<file path="src/rtl/single_port_blockram_ctrl.sv">
// Request front-end for single_port_blockram: clears the RAM after reset, then serves
// in-order read/write requests and returns read data through a one-entry response buffer.
module single_port_blockram_ctrl #(
  parameter int SINGLE_ELEMENT_SIZE_IN_BITS = 64,
  parameter int NUMBER_SETS                 = 64,
  parameter int SET_PTR_WIDTH_IN_BITS       = $clog2(NUMBER_SETS)
) (
  input  logic                                   clk_in,
  input  logic                                   reset_in,
  input  logic                                   request_valid_in,
  input  logic                                   request_write_in,
  input  logic [SET_PTR_WIDTH_IN_BITS-1:0]       request_set_addr_in,
  input  logic [SINGLE_ELEMENT_SIZE_IN_BITS-1:0] request_element_in,
  output logic                                   request_ack_out,
  output logic                                   response_valid_out,
  output logic [SINGLE_ELEMENT_SIZE_IN_BITS-1:0] response_element_out,
  input  logic                                   response_ack_in,
  output logic                                   ram_access_en_out,
  output logic                                   ram_write_en_out,
  output logic [SET_PTR_WIDTH_IN_BITS-1:0]       ram_set_addr_out,
  output logic [SINGLE_ELEMENT_SIZE_IN_BITS-1:0] ram_write_element_out,
  input  logic [SINGLE_ELEMENT_SIZE_IN_BITS-1:0] ram_read_element_in,
  output logic                                   init_done_out
);

  localparam logic [SET_PTR_WIDTH_IN_BITS-1:0] LAST_SET = SET_PTR_WIDTH_IN_BITS'(NUMBER_SETS - 1);

  // SETTLE covers the edge on which the RAM samples the final clear write.
  typedef enum logic [1:0] {INIT, SETTLE, READY} state_t;

  state_t                             state;
  state_t                             state_next;
  logic [SET_PTR_WIDTH_IN_BITS-1:0]   clear_ctr;
  logic                               rd_issued;
  logic                               rd_wait;
  logic                               read_busy;
  logic                               accept;
  logic                               ram_access_next;
  logic                               ram_write_next;
  logic [SET_PTR_WIDTH_IN_BITS-1:0]   ram_addr_next;
  logic [SINGLE_ELEMENT_SIZE_IN_BITS-1:0] ram_data_next;

  assign read_busy       = rd_issued || rd_wait || response_valid_out;
  assign request_ack_out = (state == READY) && !read_busy;
  assign accept          = request_valid_in && request_ack_out;
  assign init_done_out   = (state == READY);

  always_ff @(posedge clk_in or posedge reset_in) begin
    if (reset_in) state <= INIT;
    else          state <= state_next;
  end

  always_comb begin
    state_next = state;
    case (state)
      INIT:    if (clear_ctr == LAST_SET) state_next = SETTLE;
      SETTLE:  state_next = READY;
      READY:   state_next = READY;
      default: state_next = INIT;
    endcase
  end

  always_comb begin
    ram_access_next = 1'b0;
    ram_write_next  = 1'b0;
    ram_addr_next   = ram_set_addr_out;
    ram_data_next   = ram_write_element_out;
    case (state)
      INIT: begin
        ram_access_next = 1'b1;
        ram_write_next  = 1'b1;
        ram_addr_next   = clear_ctr;
        ram_data_next   = '0;
      end
      READY: begin
        if (accept) begin
          ram_access_next = 1'b1;
          ram_write_next  = request_write_in;
          ram_addr_next   = request_set_addr_in;
          ram_data_next   = request_element_in;
        end
      end
      default: ;
    endcase
  end

  always_ff @(posedge clk_in or posedge reset_in) begin
    if (reset_in) begin
      ram_access_en_out     <= 1'b0;
      ram_write_en_out      <= 1'b0;
      ram_set_addr_out      <= '0;
      ram_write_element_out <= '0;
    end else begin
      ram_access_en_out     <= ram_access_next;
      ram_write_en_out      <= ram_write_next;
      ram_set_addr_out      <= ram_addr_next;
      ram_write_element_out <= ram_data_next;
    end
  end

  always_ff @(posedge clk_in or posedge reset_in) begin
    if (reset_in)
      clear_ctr <= '0;
    else if (state == INIT && clear_ctr != LAST_SET)
      clear_ctr <= clear_ctr + 1'b1;
  end

  // Read pipeline: RAM samples one edge after accept, buffer captures on the next.
  always_ff @(posedge clk_in or posedge reset_in) begin
    if (reset_in) begin
      rd_issued            <= 1'b0;
      rd_wait              <= 1'b0;
      response_valid_out   <= 1'b0;
      response_element_out <= '0;
    end else begin
      rd_issued <= accept && !request_write_in;
      rd_wait   <= rd_issued;
      if (rd_wait) begin
        response_valid_out   <= 1'b1;
        response_element_out <= ram_read_element_in;
      end else if (response_valid_out && response_ack_in) begin
        response_valid_out <= 1'b0;
      end
    end
  end

endmodule

</file>
<file path="config.mk">
export PLATFORM = sky130hd
export DESIGN_NAME = single_port_blockram_ctrl
export DESIGN_NICKNAME = d
export VERILOG_FILES = /design/src/rtl/single_port_blockram_ctrl.sv
export SDC_FILE = /design/constraint.sdc
export NUM_CORES = 1
export LEC_CHECK = 0
export CAP_MARGIN = 10
export CORE_MARGIN = 2
export CORE_UTILIZATION = 44
export CTS_BUF_LIST = sky130_fd_sc_hd__clkbuf_16
export DETAILED_ROUTE_END_ITERATION = 10
export PLACE_DENSITY = 0.85
export SETUP_SLACK_MARGIN = 0.5
export SYNTH_ARGS = -nofsm -noshare
export SYNTH_HDL_FRONTEND = slang
export SYNTH_SLANG_ARGS = --single-unit
</file>
<file path="constraint.sdc">
create_clock -name clk_in -period 11.66 [get_ports clk_in]
set_clock_uncertainty 0.2 [all_clocks]
set_input_delay 1.749 -clock clk_in [delete_from_list [all_inputs] [get_ports clk_in]]
set_output_delay 1.749 -clock clk_in [all_outputs]
set_load 0.02 [all_outputs]
</file>
==> results of run 1 <==
-- placed cells by master (no fill, tap or decap), types with 6 or more instances in the layout --
cell type        instances
clkdlybuf4s50_1        276
dfrtp_1                146
mux2_2                  68
nand3_1                 66
nand2_1                 66
o21ai_0                 47
o21ai_1                 20
clkbuf_16               17
inv_1                    9
or2_2                    6
o221a_2                  6
-- layer usage --
layer  wire length (µm)  up-vias
li1                   -     2225
met1               6070     2351
met2               8520      227
met3               1130       40
met4                501        0
met5                  0        -
-- kinds of logic (layout without fill, tap and decap cells) --
family / count (synthesis) / count (layout)
DFF: 147 / 147
buffers and inverters: 42 / 316
muxes: 68 / 68
AOI/OAI and AO/OA: 79 / 79
xor gates and xnor gates: 1 / 1
adders and majority gates: 3 / 3
and+or+nand+nor: 150 / 150
-- flip-flops by register name (all words and copies together) (netlist names) --
| signal | cells |
|---|---|
| ram_set_addr_out | 6 |
| ram_access_en_out | 1 |
| ram_write_en_out | 1 |
| rd_wait | 1 |
| ram_write_element_out | 64 |
| response_element_out | 64 |
| clear_ctr | 6 |
| rd_issued | 1 |
| response_valid_out | 1 |
| state | 2 |
-- power groups by stage --
stage,combinational [W],clock (W),sequential [W]
floorplan,0.0000109,0,0.000520
global placement,0.0000612,0,0.000519
detailed placement,0.0000617,0,0.000519
CTS,0.0000624,0.000482,0.000510
global route,0.0000663,0.000503,0.000510
finish,0.0000615,0.000472,0.000511
-- worst max-delay path, cell delays in order (launching register included) --
cell and delay (ns):
dfrtp_2 0.38, buf_4 0.35, nor4b_4 0.35, buf_4 0.59, clkdlybuf4s50_1 0.74
-- cell type report --
cell class                 count  area share, %
clock inverter                12          0.884
multi-input combinational    301           21.4
tap                          176           2.39
clock buffer                  17           4.62
sequential                   147           40.0
timing repair buffer         282           30.5
inverter                       5          0.258
-- metrics by stage --
stage	power [W]	instance area [µm²]	worst slack [ns]	hold WS [ns]	utilization (%)
after floorplan	0.000530	5850	5.76	0.209	-
after global placement	0.000581	8690	7.30	0.212	66.2
after detailed placement	0.000581	8690	7.27	0.225	66.2
after CTS	0.00105	9200	6.82	0.237	70.0
after global routing	0.00108	9200	6.69	0.248	70.0
final	0.00104	9200	6.81	0.233	70.0
-- worst paths after layout --
check / from / to / slack, ns / cells after the start
setup / recovery: rd_wait / request_ack_out / 6.81 / 4
hold reg to reg: rd_issued / rd_wait / 0.23 / 0
setup reg to reg: rd_wait / ram_write_element_out[12] / 8.32 / 5
min in group asynchronous: reset_in / response_element_out[32] / 1.60 / 2
hold / removal: rd_issued / rd_wait / 0.23 / 0
max in group asynchronous: reset_in / response_element_out[53] / 8.21 / 3
==> impl_metrics.csv, run 1 <==
group,metric,value,unit
floorplanning,start_util,44.5,%
power_and_ir_drop,p_per_area,113,mW/mm²
power_and_ir_drop,power.share.clock,45.2,%
route,dr.pass1.iters,4,
floorplanning,io_pins,278,
logic_synthesis,synthCells,490,
timing,hold_violations,0,
logic_synthesis,synth_compound_area_share,7.68,%
logic_synthesis,synth-edff-count,0,
logic_synthesis,yosys.area.top_type,"dfrtp_1",
global_routing,grt_overflow,0,
logic_synthesis,synth_top_area_share,62.9,%
logic_synthesis,synth_nets,632,
finish,multi_input_area,0.00196,mm²
logic_synthesis,ys_seq_area_share,62.9,%
global_routing,met1_usage,26.2,%
logic_synthesis,synth.area.top_cells,"dfrtp_1 (63%), mux2_2 (13%), nand3_1 (5.6%)",
floorplanning,dieHeight,119,µm
global_routing,track_usage,22.9,%
route,vias,4843,
timing,rsz0062_at_grt,"no",
logic_synthesis,yosysMostFrequentCell,"dfrtp_1",
clocking,cts.repair.resized,0,
flow_run,max-cap-violations,0,
timing,period_share,41.6,%
logic_synthesis,avgSynthCellArea,11.9,µm²
clocking,clock_sinks,147,
timing,fmax,206,MHz
logic_synthesis,synth_cell_type_count,26,
clocking,clk_path_buf_depth,2,
power_and_ir_drop,p_int,0.000834,W
setup_path,worstSetupEndpointType,"primary output",
min_path,hp-class,"flip-flop to flip-flop",
timing,finalMaxSlewViolations,0,
logic_synthesis,yosys_warnings,0,
logic_synthesis,synth-seq-cells,147,
global_routing,grt_use_met2,40.1,%
clocking,cts-buffers-inserted,17,
route,detail_route.wirelength,16.2,mm
power_and_ir_drop,combPwrFrac,5.9,%
setup_path,crit_required,9.71,ns
placement,place.gp.congestion,0.762,
floorplanning,rows,42,
clocking,ctsHtreeMaxLevel,4,
power_and_ir_drop,swShare,20.1,%
power_and_ir_drop,power_frac_seq,48.9,%
finish,final_cells,940,
logic_synthesis,synthArstFlopShare,100,%
power_and_ir_drop,power_switching,0.000210,W
logic_synthesis,netlist_top_cells_count,"dfrtp_1 (147), mux2_2 (68), nand2_1 (66), nand3_1 (66), o21ai_0 (47)",
clocking,cts_tree,"done",
timing,fin_crit,4.85,ns
clocking,post_cts_buffers,0,
clocking,insertion_delay,0.41,ns
setup_path,worstSetupPathType,"flip-flop to primary output",
finish,fill_cells,970,
logic_synthesis,synth_top_family_by_area,"multiplexers",
logic_synthesis,synth-xor-area-share,0.150,%
setup_path,cp_max_fo,68,
finish,seq_area,0.00368,mm²
setup_path,cp-start-kind,"flip-flop",
finish,drive_gt1_share,15.2,%
floorplanning,core_area,0.0131,mm²
timing,setup_viol,0,
global_routing,grtUsageMet3,6.13,%
setup_path,crit_arrival,2.90,ns
global_routing,grt_start_max_net_pins,82,
global_routing,grt_pass1_vias,4891,
logic_synthesis,ys.flop_type,"dfrtp_1",
timing,setup_tns,0,ns
placement,place_inst,911,
floorplanning,die_w,119,µm
route,drc,0,
finish,syn_to_final_growth,57.2,%
logic_synthesis,synth_fa_ha_area_share,0.642,%
clocking,cts_hold_buf,0,
global_routing,grt-busiest-layer,"met2",
clocking,clk_transition_reported_paths,0.05,ns
timing,worstMarginPinSlew,1.04,ns
route,wl_per_cell,17.3,µm
placement,io_buffers,277,
clocking,cts_root_buf,"clkbuf_16",
logic_synthesis,synthMuxAreaShare,13.1,%
finish,nets,896,
global_routing,grt_pass1_wl,25.3,mm
route,routed_via_density,5.15,
logic_synthesis,synth_area,0.00585,mm²
route,final_antenna_net_count,0,
global_routing,grt_antenna_before_repair,0,
timing,timing.slew.headroom,30.9,%
power_and_ir_drop,p_leak,4.00,nW
logic_synthesis,synth_simple_gate_area_share,12.0,%
status,outcome,"complete, no violations",
placement,place_hpwl,11.3,mm
power_and_ir_drop,irDropWorstVdd,0.0000859,V
finish,insertedDiodeCount,0,
route,drt_iter0_markers,354,
floorplanning,dieArea,0.0142,mm²
(Power assumes the default switching activity.)
==> inputs of run 2 (changes only) <==
--- a/config.mk
+++ b/config.mk
@@ -7,10 +7,10 @@
 export LEC_CHECK = 0
 export CAP_MARGIN = 10
 export CORE_MARGIN = 2
-export CORE_UTILIZATION = 44
+export CORE_UTILIZATION = 37
 export CTS_BUF_LIST = sky130_fd_sc_hd__clkbuf_16
 export DETAILED_ROUTE_END_ITERATION = 10
-export PLACE_DENSITY = 0.85
+export PLACE_DENSITY = 0.77
 export SETUP_SLACK_MARGIN = 0.5
 export SYNTH_ARGS = -nofsm -noshare
 export SYNTH_HDL_FRONTEND = slang
==> constraint.sdc (replaced) <==
create_clock -name clk_in -period 3.9 [get_ports clk_in]
set_clock_uncertainty 0.2 [all_clocks]
set_input_delay 0.585 -clock clk_in [delete_from_list [all_inputs] [get_ports clk_in]]
set_output_delay 0.585 -clock clk_in [all_outputs]
set_load 0.02 [all_outputs]
==> run 2 against run 1 <==
Net effect: utilization fell by 8.8 points; non-clock buffer count increased by 2; final cell count rose by 4.1%; total power grew to 3.3 times the previous value; register-to-register slack worse by 7.4 ns; clock-buffer cell count is the same; combinational power increased to 3.0 times the previous value; via count unchanged; largest power group is now the clock network.
==> impl_metrics.csv, run 2 (synthesis results as in run 1) <==
group,metric,value,unit
status,outcome,"complete, no violations",
clocking,post_cts_buffers,0,
finish,drive_gt1_share,15.8,%
floorplanning,io_pins,278,
global_routing,grt_start_max_net_pins,110,
setup_path,crit_required,3.12,ns
clocking,cts_hold_buf,0,
floorplanning,rows,45,
clocking,cts_root_buf,"clkbuf_16",
setup_path,cp_max_fo,28,
placement,place_hpwl,12.3,mm
power_and_ir_drop,irDropWorstVdd,0.000276,V
finish,nets,898,
route,drt_iter0_markers,423,
route,detail_route.wirelength,17.2,mm
power_and_ir_drop,p_leak,4.05,nW
placement,io_buffers,277,
clocking,insertion_delay,0.41,ns
clocking,cts.repair.resized,0,
route,dr.pass1.iters,5,
timing,hold_violations,0,
timing,worstMarginPinSlew,1.10,ns
global_routing,track_usage,20.0,%
setup_path,worstSetupEndpointType,"primary output",
floorplanning,core_area,0.0153,mm²
clocking,clk_transition_reported_paths,0.06,ns
floorplanning,dieArea,0.0168,mm²
timing,finalMaxSlewViolations,0,
setup_path,worstSetupPathType,"flip-flop to primary output",
route,drc,0,
timing,rsz0062_at_grt,"no",
floorplanning,die_w,130,µm
finish,insertedDiodeCount,0,
timing,period_share,80.6,%
clocking,clock_sinks,147,
flow_run,max-cap-violations,0,
global_routing,grt_pass1_wl,25.7,mm
floorplanning,dieHeight,130,µm
setup_path,max_stage_delay,0.70,ns
finish,final_common_cell,"clkdlybuf4s50_1",
timing,fin_crit,3.14,ns
setup_path,path_cells,"inv_1 > ha_1 > nor4b_4 > buf_4 > clkdlybuf4s50_1",
timing,timing.slew.headroom,26.5,%
placement,place.gp.congestion,0.821,
clocking,clk_path_buf_depth,2,
clocking,cts_tree,"done",
global_routing,grt_pass1_vias,5036,
timing,setup_viol,0,
route,final_antenna_net_count,0,
setup_path,crit_arrival,2.36,ns
floorplanning,start_util,38.2,%
timing,hold_ws,0.236,ns
global_routing,grt_overflow,0,
setup_path,slowest_stage,"clkdlybuf4s50_1",
power_and_ir_drop,p_per_area,366,mW/mm²
setup_path,cp-start-kind,"flip-flop",
route,routed_via_density,4.95,
timing,fmax,318,MHz
finish,syn_to_final_growth,60.4,%
finish,final_cell_mix,"clkdlybuf4s50_1 (276), dfrtp_1 (146), mux2_2 (68)",
min_path,hp-class,"flip-flop to flip-flop",
route,vias,4843,
global_routing,grt_antenna_before_repair,0,
clocking,cts-buffers-inserted,17,
clocking,ctsHtreeMaxLevel,4,
finish,largest_registers,"ram_write_element_out: 64 flops, response_element_out: 64 flops",
route,wl_per_cell,17.5,µm
finish,final_util,61.3,%
timing,setup_tns,0,ns
## run 2: cell types whose count changed in the layout (fill, tap and decap cells not counted)
cell       delta
clkinv_2      -1
buf_4         +1
buf_12        +1
inv_1         -4
clkinv_1      +3
inv_6         -1
bufinv_16     +4
clkinv_4      +1
## run 2: critical path: cells and delay by family, from the launching register on
kind / cells / cell delay (ns)
buffers and inverters: 3 / 1.13
DFF: 1 / 0.36
and+or+nand+nor: 1 / 0.23
adders and majority gates: 1 / 0.22
## run 2: final cells by class
cell class	instances	area, µm²
inverter	5	22.5
fill	1219	5930
tap	211	264
clock inverter	14	194
timing repair buffer	284	2830
multi-input combinational	301	1960
sequential	147	3680
clock buffer	17	425
## run 2: final timing paths
kind,start,endpoint,slack (ns),depth (start not counted)
setup / recovery,state[0],request_ack_out,0.76,5
hold / removal,rd_issued,rd_wait,0.24,0
setup reg to reg,state[0],ram_write_element_out[29],0.96,6
hold reg to reg,rd_issued,rd_wait,0.24,0
max in group asynchronous,reset_in,clear_ctr[0],2.56,3
min in group asynchronous,reset_in,clear_ctr[3],0.49,3
## run 2: power breakdown
part | total (W) | internal (W) | switching (W)
registers | 0.00153 | 0.00153 | 0
logic | 0.000187 | 0.000124 | 0.0000624
clock network | 0.00172 | 0.00112 | 0.000601
## run 2: stage by stage
step	area [µm²]	worst slack (ns)	cells	power (W)
2_1_floorplan	5850	1.27	490	0.00159
3_3_place_gp	8760	1.14	948	0.00174
3_5_place_dp	8760	0.932	948	0.00174
4_1_cts	9380	0.719	979	0.00346
5_1_grt	9380	0.624	979	0.00355
6_report	9380	0.756	979	0.00343
## run 2: metal layers
metal,track usage [%],vias to the layer above,routed length [µm]
met5,0,-,0
met4,8.79,0,456
met3,5.62,32,1230
met2,36.1,207,9130
met1,21.8,2378,6350
li1,-,2226,-
